[src/rtl/barrett_modred_if.sv]
// barrett_modred_if: configuration, input and result signals of the Barrett reducer.
//   cfg_we/cfg_q/cfg_mu : configuration load strobe, modulus q and constant mu (master -> slave)
//   cfg_err             : rejected-load pulse (slave -> master)
//   in_valid/in_data    : 2K-bit product to reduce (master -> slave)
//   out_valid/out_data  : reduced K-bit result (slave -> master)
//   busy                : at least one valid in flight (slave -> master)
interface barrett_modred_if #(
   parameter int unsigned LOG_Q = 32
);
   logic                   cfg_we;
   logic [LOG_Q-1:0]       cfg_q;
   logic [LOG_Q:0]         cfg_mu;
   logic                   cfg_err;
   logic                   in_valid;
   logic [2*LOG_Q-1:0]     in_data;
   logic                   out_valid;
   logic [LOG_Q-1:0]       out_data;
   logic                   busy;

   modport master (
      output cfg_we, cfg_q, cfg_mu, in_valid, in_data,
      input  cfg_err, out_valid, out_data, busy
   );

   modport slave (
      input  cfg_we, cfg_q, cfg_mu, in_valid, in_data,
      output cfg_err, out_valid, out_data, busy
   );
endinterface

[src/rtl/barrett_modred.sv]
// barrett_modred: pipelined Barrett reduction of a 2K-bit product modulo a run-time q.
// Fixed latency LAT = 2*INTMUL_LAT+5, one result per cycle, no backpressure.
//   clk   : clock
//   rst_n : asynchronous active-low reset
//   bus   : barrett_modred_if slave (config, input product, reduced output, busy)
module barrett_modred #(
   parameter int unsigned LOG_Q       = 32,
   parameter string       INTMUL_TYPE = "fpga_dsp",
   parameter int unsigned INTMUL_LAT  = 4
) (
   input logic              clk,
   input logic              rst_n,
   barrett_modred_if.slave  bus
);
   localparam int unsigned K   = LOG_Q;
   localparam int unsigned LAT = 2 * INTMUL_LAT + 5;
   localparam int unsigned RW  = K + 2;
   localparam int unsigned M1W = 2 * K + 2;
   // DSP-style multipliers register their operands as the first of their latency stages.
   localparam int unsigned OP_REGS  = (INTMUL_TYPE == "fpga_dsp") ? 1 : 0;
   localparam int unsigned PRD_REGS = INTMUL_LAT - OP_REGS;
   // c must wait for M1, the t2 register and M2 before it meets t3.
   localparam int unsigned C_DLY = 2 * INTMUL_LAT + 1;

   // ---------------- control: valid pipeline and configuration ----------------
   logic [LAT-1:0] vld_d, vld_q;
   logic [K-1:0]   q_d, q_q;
   logic [K:0]     mu_d, mu_q;
   logic           cfg_err_d, cfg_err_q;
   logic [K-1:0]   out_data_d, out_data_q;
   logic           busy;

   assign busy = |vld_q;

   always_comb begin
      vld_d     = {vld_q[LAT-2:0], bus.in_valid};
      q_d       = q_q;
      mu_d      = mu_q;
      cfg_err_d = 1'b0;
      if (bus.cfg_we) begin
         // Loading while anything is in flight (or arriving) would corrupt those results.
         if (busy || bus.in_valid) begin
            cfg_err_d = 1'b1;
         end else begin
            q_d  = bus.cfg_q;
            mu_d = bus.cfg_mu;
         end
      end
   end

   always_ff @(posedge clk or negedge rst_n) begin
      if (!rst_n) begin
         vld_q      <= '0;
         q_q        <= '0;
         mu_q       <= '0;
         cfg_err_q  <= 1'b0;
         out_data_q <= '0;
      end else begin
         vld_q      <= vld_d;
         q_q        <= q_d;
         mu_q       <= mu_d;
         cfg_err_q  <= cfg_err_d;
         out_data_q <= out_data_d;
      end
   end

   // ---------------- data pipeline (no reset) ----------------
   logic [2*K-1:0] c_d, c_q;
   logic [K:0]     m1_a, m1_b;
   logic [K:0]     t1s_d [PRD_REGS];
   logic [K:0]     t1s_q [PRD_REGS];
   logic [K:0]     t2_d, t2_q;
   logic [RW-1:0]  m2_a, m2_b;
   logic [RW-1:0]  t3_d [PRD_REGS];
   logic [RW-1:0]  t3_q [PRD_REGS];
   logic [RW-1:0]  cd_d [C_DLY];
   logic [RW-1:0]  cd_q [C_DLY];
   logic [RW-1:0]  r_d, r_q, q_ext;
   logic [K:0]     r1_d, r1_q;

   assign q_ext = {2'b00, q_q};

   if (OP_REGS == 1) begin : g_op_regs
      logic [K:0]    a1_d, a1_q, b1_d, b1_q;
      logic [RW-1:0] a2_d, a2_q, b2_d, b2_q;
      always_comb begin
         a1_d = c_q[2*K-1:K-1];
         b1_d = mu_q;
         a2_d = {1'b0, t2_q};
         b2_d = q_ext;
      end
      always_ff @(posedge clk) begin
         a1_q <= a1_d;
         b1_q <= b1_d;
         a2_q <= a2_d;
         b2_q <= b2_d;
      end
      assign m1_a = a1_q;
      assign m1_b = b1_q;
      assign m2_a = a2_q;
      assign m2_b = b2_q;
   end else begin : g_op_comb
      assign m1_a = c_q[2*K-1:K-1];
      assign m1_b = mu_q;
      assign m2_a = {1'b0, t2_q};
      assign m2_b = q_ext;
   end

   always_comb begin
      c_d = bus.in_data;
      // M1 keeps only t1 >> (K+1); the low bits never matter.
      t1s_d[0] = (K+1)'(({{(K+1){1'b0}}, m1_a} * {{(K+1){1'b0}}, m1_b}) >> (K+1));
      for (int i = 1; i < PRD_REGS; i++) t1s_d[i] = t1s_q[i-1];
      t2_d = t1s_q[PRD_REGS-1];
      // M2 only needs t3 mod 2^(K+2), since r is taken modulo the same width.
      t3_d[0] = m2_a * m2_b;
      for (int i = 1; i < PRD_REGS; i++) t3_d[i] = t3_q[i-1];
      cd_d[0] = c_q[RW-1:0];
      for (int i = 1; i < C_DLY; i++) cd_d[i] = cd_q[i-1];
      r_d  = cd_q[C_DLY-1] - t3_q[PRD_REGS-1];
      // r < 3q, so two conditional subtractions finish the reduction.
      r1_d = (K+1)'((r_q >= q_ext) ? r_q - q_ext : r_q);
   end

   always_ff @(posedge clk) begin
      c_q   <= c_d;
      t1s_q <= t1s_d;
      t2_q  <= t2_d;
      t3_q  <= t3_d;
      cd_q  <= cd_d;
      r_q   <= r_d;
      r1_q  <= r1_d;
   end

   // Output register holds its last value when no result is due.
   always_comb begin
      out_data_d = out_data_q;
      if (vld_q[LAT-2]) begin
         out_data_d = K'((r1_q >= {1'b0, q_q}) ? r1_q - {1'b0, q_q} : r1_q);
      end
   end

   assign bus.out_valid = vld_q[LAT-1];
   assign bus.out_data  = out_data_q;
   assign bus.cfg_err   = cfg_err_q;
   assign bus.busy      = busy;
endmodule

[src/flat_wrapper.sv]
// flat-port wrapper written by rule: the top's interface ports become plain ports
module barrett_modred_flat 
#(
   parameter int unsigned LOG_Q       = 32,
   parameter string       INTMUL_TYPE = "        ",
   parameter int unsigned INTMUL_LAT  = 4
)
  (clk, rst_n, bus_cfg_we, bus_cfg_q, bus_cfg_mu, bus_in_valid, bus_in_data, bus_cfg_err, bus_out_valid, bus_out_data, bus_busy);
  barrett_modred_if #(.LOG_Q(LOG_Q)) bus_i ();
  input logic clk;
  input logic rst_n;
  input wire logic [$bits(bus_i.cfg_we)-1:0] bus_cfg_we;
  input wire logic [$bits(bus_i.cfg_q)-1:0] bus_cfg_q;
  input wire logic [$bits(bus_i.cfg_mu)-1:0] bus_cfg_mu;
  input wire logic [$bits(bus_i.in_valid)-1:0] bus_in_valid;
  input wire logic [$bits(bus_i.in_data)-1:0] bus_in_data;
  output wire logic [$bits(bus_i.cfg_err)-1:0] bus_cfg_err;
  output wire logic [$bits(bus_i.out_valid)-1:0] bus_out_valid;
  output wire logic [$bits(bus_i.out_data)-1:0] bus_out_data;
  output wire logic [$bits(bus_i.busy)-1:0] bus_busy;
  assign bus_i.cfg_we = bus_cfg_we;
  assign bus_i.cfg_q = bus_cfg_q;
  assign bus_i.cfg_mu = bus_cfg_mu;
  assign bus_i.in_valid = bus_in_valid;
  assign bus_i.in_data = bus_in_data;
  assign bus_cfg_err = bus_i.cfg_err;
  assign bus_out_valid = bus_i.out_valid;
  assign bus_out_data = bus_i.out_data;
  assign bus_busy = bus_i.busy;
  barrett_modred #(.LOG_Q(LOG_Q), .INTMUL_TYPE(INTMUL_TYPE), .INTMUL_LAT(INTMUL_LAT)) u_core (.clk(clk), .rst_n(rst_n), .bus(bus_i));
endmodule
[config.mk]
export PLATFORM = sky130hd
export DESIGN_NAME = barrett_modred_flat
export DESIGN_NICKNAME = d
export VERILOG_FILES = /design/src/rtl/barrett_modred_if.sv /design/src/rtl/barrett_modred.sv /design/src/flat_wrapper.sv
export SDC_FILE = /design/constraint.sdc
export NUM_CORES = 2
export LEC_CHECK = 0
export BUFFER_PORTS_ARGS = -buffer_cell sky130_fd_sc_hd__buf_2
export CORE_ASPECT_RATIO = 0.75
export CORE_UTILIZATION = 66
export CTS_BUF_LIST = sky130_fd_sc_hd__clkbuf_2
export CTS_CLUSTER_DIAMETER = 120
export CTS_CLUSTER_SIZE = 24
export DETAILED_ROUTE_END_ITERATION = 10
export PLACE_DENSITY = 0.83
export SLEW_MARGIN = 0
export SYNTH_ARGS = -nofsm -noshare
export SYNTH_HDL_FRONTEND = slang
export SYNTH_SLANG_ARGS = --single-unit
[constraint.sdc]
create_clock -name clk -period 8.49 [get_ports clk]
set_input_delay 0.4245 -clock clk [delete_from_list [all_inputs] [get_ports clk]]
set_output_delay 0.4245 -clock clk [all_outputs]
set_load 0.05 [all_outputs]
Yosys cells after proc, flatten, opt, wreduce, memory -nomap -nowiden
Cells that the tools add are included.
W data, S select, Z words.
- reduce and logical (&&, ||, !) cells: 3
- shift operators: 0
- divide/modulo/power cells: 0
- order comparisons: 2
- muxes and demuxes: 4
- bitwise operators: 1
- $add $sub $neg: 3
- equal/unequal tests: 0
- $mul: 2
- operators by type and width (operator ; number):
    $mul A33 B33 Y66 ; 1
    $ge A34 B32 Y1 ; 1
    $mul A33 B32 Y34 ; 1
    $sub A34 B34 Y34 ; 1
    $ge A33 B32 Y1 ; 1
    $mux W33 ; 1
    $sub A33 B32 Y33 ; 1
    $mux W32 ; 1
    $sub A32 B32 Y32 ; 1
    $reduce_or A13 Y1 ; 1
    $mux W1 ; 2
    $reduce_and A2 Y1 ; 1
    $logic_or A1 B1 Y1 ; 1
    $not A1 Y1 ; 1
- word-level logic and storage cells: 41
- bits in read-only memories: 0
- memories kept: 0
- bits in writable memories: 0
- bits in latches: 0
- register bits after elaboration: 849
- output and inout bits: 35

Longest topological paths before layout
- depth after elaboration: 4
- depth in mapped cells: 29
- gate-level depth less buffers: 28

Worst setup path before layout
No wires, ideal clock.
- kind: register to register
- from: reg u_core.q_q[5]
- to: reg u_core.t3_q, in the netlist u_core.t3_d[101]
- buffers on the path: 2
- library setup time: 72 ps
- slack: 1040 ps
- period minus slack after synthesis: 7450 ps
- required time: 8418 ps
- stages on the path, launching flop included: 30
- arrival time: 7378 ps
- cell sequence: dfrtp_1 > clkbuf_1 > clkbuf_1 > nand2_1 > fa_1 > inv_1 > fa_1 > inv_1 > fa_1 > inv_1 > fa_1 > fa_1 > inv_1 > fa_1 > inv_1 > fa_1 > inv_1 > fa_1 > inv_1 > ha_1 > or2_2 > a21o_1 > a31oi_1 > o21bai_1 > a21oi_1 > a211oi_2 > o221a_2 > a221o_1 > a21oi_2 > xnor2_1
- RTL lines (element ; line ; text):
    start: declaration ; barrett_modred.sv:27 ; logic [K-1:0] q_d, q_q;
    start signal: assignment ; barrett_modred.sv:60 ; q_q <= q_d;
    end signal: assignment ; barrett_modred.sv:129 ; t3_q <= t3_d;
    end: declaration ; barrett_modred.sv:75 ; logic [RW-1:0] t3_q [PRD_REGS];

==> results by group <==
GRT
  – Total GRT Usage: between 30% and 40%
  – Vias in the first global route: 58254
  – Largest net degree at the start of global routing: 66
  – First-pass GRT wire length: about 340000 microns
  – Initial antenna violation count: 25
  – Grt total ovfl: 0

Clock network
  – Num CTS Buffers: 44
  – Clk_lat worst skew: about 1600 ps
  – H-Tree Level Count: 2
  – CTS max path bufs: 3
  – CTS root buf: clkbuf_2
  – CTS tree: built
  – Reg clk slew, reported paths: 480 ps
  – Clk sinks: between 800 and 900

Worst setup path
  – CP arrival: approximately 9600 ps
  – Crit path capture type: flop
  – Crit path kind: flop to flop
  – CP max FO: 27
  – CP Depth: 25
  – Slowest cell on the critical path: dfxtp_2
  – Family with the most delay on the worst path: adder cells
  – Worst setup SP type: flop
  – Worst path max stage delay: approximately 650 ps
  – Bufs and invs on worst path: 5
  – FF-to-FF path depth: 25
  – CP required: slightly below 10000 ps
  – Most used cell, CP: fa_1

STA
  – Period utilisation layout: approximately 98%
  – TNS Setup: 0 ps
  – Hold violation total from the final report: 0
  – Finish-stage setup viols: 0
  – Clock skew: 329 ps
  – Slew Limit Fails: 0
  – Slew HR: between 15 and 20%
  – RSZ-0062 raised after global routing: no
  – Maximum clock rate: 120 MHz
  – Min Tclk post-route: roughly 8400 ps
  – Worst slew pin tran: roughly 1300 ps

Placed design
  – PortBufs: approximately 170
  – DP Wirelength: about 170000 microns
  – Placer's final routability congestion estimate: around 1.1

Detailed routing
  – DR iter-0 viols: about 6200
  – Vias per cell: around 5.7
  – Pre-antenna DRT Iters: 6
  – Wirelength per Cell: 22.4 microns
  – DRT Wirelength: roughly 220000 microns
  – Drt drc: 0
  – DR vias: approximately 55000
  – Antenna-violating nets left: 0

Synthesis
  – Ys async rst share: 13.1%
  – Dominant synthesized flop cell: dfxtp_1
  – Syn Inst Count: a little under 8000
  – Synth warn: 0
  – Yosys top cell by area: fa_1
  – Yosys top cell area share: a little under two fifths
  – Cell variety after synth: roughly 80
  – Top cells by area, synth: fa_1 (38%), dfxtp_1 (19%), inv_1 (8.6%)
  – EDFF count, synth: 0
  – Syn Nets: 9798
  – Post-synthesis sequential area ratio: a little under a quarter
  – Mapped cell area: between 70000 and 80000 sq um
  – Syn avg cell area: between 9 and 10 sq um
  – Yosys reg bits: ~850

Floorplan
  – Die Y: a little under 300 microns
  – Io pins: 168
  – Die span in x: ~400 microns
  – CORE AREA: between 100000 and 150000 sq um
  – Num rows: 107
  – Die ar.: approximately 120000 sq um
  – Initial core utilization: about two thirds

Layout
  – Share of cells above drive strength 1: under 10%
  – Fill count: between 7000 and 8000
  – Most frequent cells in the layout: inv_1 (1734), fa_1 (1426), nand2_1 (1136)
  – P&R area growth vs syn: 8.93%
  – Commonest non-fill, non-tap cell in the layout: inv_1
  – Post-layout nets: slightly above 10000

Hold path
  – Worst hold path stage count: 3
  – Hold Crit Class: input port to flop

Run status
  – Status: finished clean

Job
  – Max_cap viols: 0
[repair_timing]
action,in CTS,in global routing
pin swaps,0,4
resized for setup,1,52
hold buffers,326,0
setup buffers,0,6
endpoints found under the hold margin,242,0
endpoints found under the setup margin,7,25
gates cloned,0,0
[cells in the mapped netlist, drive strengths merged, types with 36 or more instances]
master / count
xnor2: 134
a21oi: 172
nor3: 36
dfrtp: 111
dfxtp: 738
mux2: 41
fa: 1428
nor2: 107
a21o: 78
xor2: 59
o21ai: 133
ha: 483
inv: 1734
nand2: 1136
and2: 668
clkbuf: 319
[cell families (layout without fill, tap and decap cells)]
family	Yosys count	count (layout)	synth area share, %
compound gates	561	561	4.80
other cells	0	9	0
fa+ha+maj	1911	1911	45.6
buf+inv	2078	2483	10.3
flops	849	849	23.1
mux	68	68	0.963
xor+xnor	193	193	2.22
simple gates	2094	2094	13.1
[final cells by class]
class                   instances  area (sq um)  area share, %
well taps                    1526          1910           2.31
repair buffers                683          5640           6.81
flip-flops and latches        849         17600           21.3
inverters                    1734          6510           7.86
multi-input cells            4827         50700           61.2
diodes                          9          22.5         0.0272
clock buffers                  56           280          0.338
clock inverters                10           143          0.172
[metal layers]
layer	track usage, %	share of wire (%)
met4	11.5	3.6
met3	16.4	16
met1	52.7	39
met2	54.4	41
met5	0.690	0.12
[worst paths after layout]
| path | startpoint | slack (ps) | to |
|---|---|---|---|
| min | bus_in_data[20] | 100 | u_core.c_q[20]$_DFF_P_ |
| max reg2reg | u_core.c_q[51]$_DFF_P_ | 140 | u_core.t1s_d[92]$_DFF_P_ |
| min in group asynchronous | rst_n | 510 | u_core.m1_b[8]$_DFFE_PN0P_ |
| max in group asynchronous | rst_n | 6900 | u_core.bus.out_data[20]$_DFFE_PN0P_ |
| max | u_core.c_q[51]$_DFF_P_ | 140 | u_core.t1s_d[92]$_DFF_P_ |
| min reg2reg | u_core.t3_d[30]$_DFF_P_ | 140 | u_core.t3_q[30]$_DFF_P_ |
[registers in the layout, summed over array words and instances (netlist names), 34 cells and up]
| signal | flops |
|---|---|
| u_core.t3_d | 102 |
| u_core.t1s_d | 99 |
| u_core.r_q | 34 |
| u_core.cd_q | 34 |
| u_core.c_q | 64 |
| u_core.t3_q | 34 |
| u_core.cd_d | 272 |
[worst reg2reg max path: cells and delay by family (launching register included)]
kind | cells | cell delay (ps)
AO/OA/AOI/OAI | 8 | 1900
XOR/XNOR | 1 | 170
adder cells (fa/ha/maj) | 9 | 4260
buffers and inverters | 5 | 680
flip-flops | 1 | 650
AND/OR/NAND/NOR | 2 | 370
[per-stage QoR]
step / hold WS [ps] / std cells / instance area [sq um] / utilization (%) / worst slack, ps
floorplan: 129 / 7754 / 76000 / - / 1040
global placement: 310 / 9287 / 78900 / 69.3 / 410
detailed placement: 312 / 9287 / 78900 / 69.3 / 214
CTS: 5.65 / 9679 / 82600 / 72.5 / 23.3
global route: 53.1 / 9689 / 82800 / 72.7 / 3.83
finish: 103 / 9694 / 82800 / 72.7 / 137
Power is left out: the tool's default activity adds up to more than one toggle a clock period on the data nets, which glitch-free logic cannot reach.
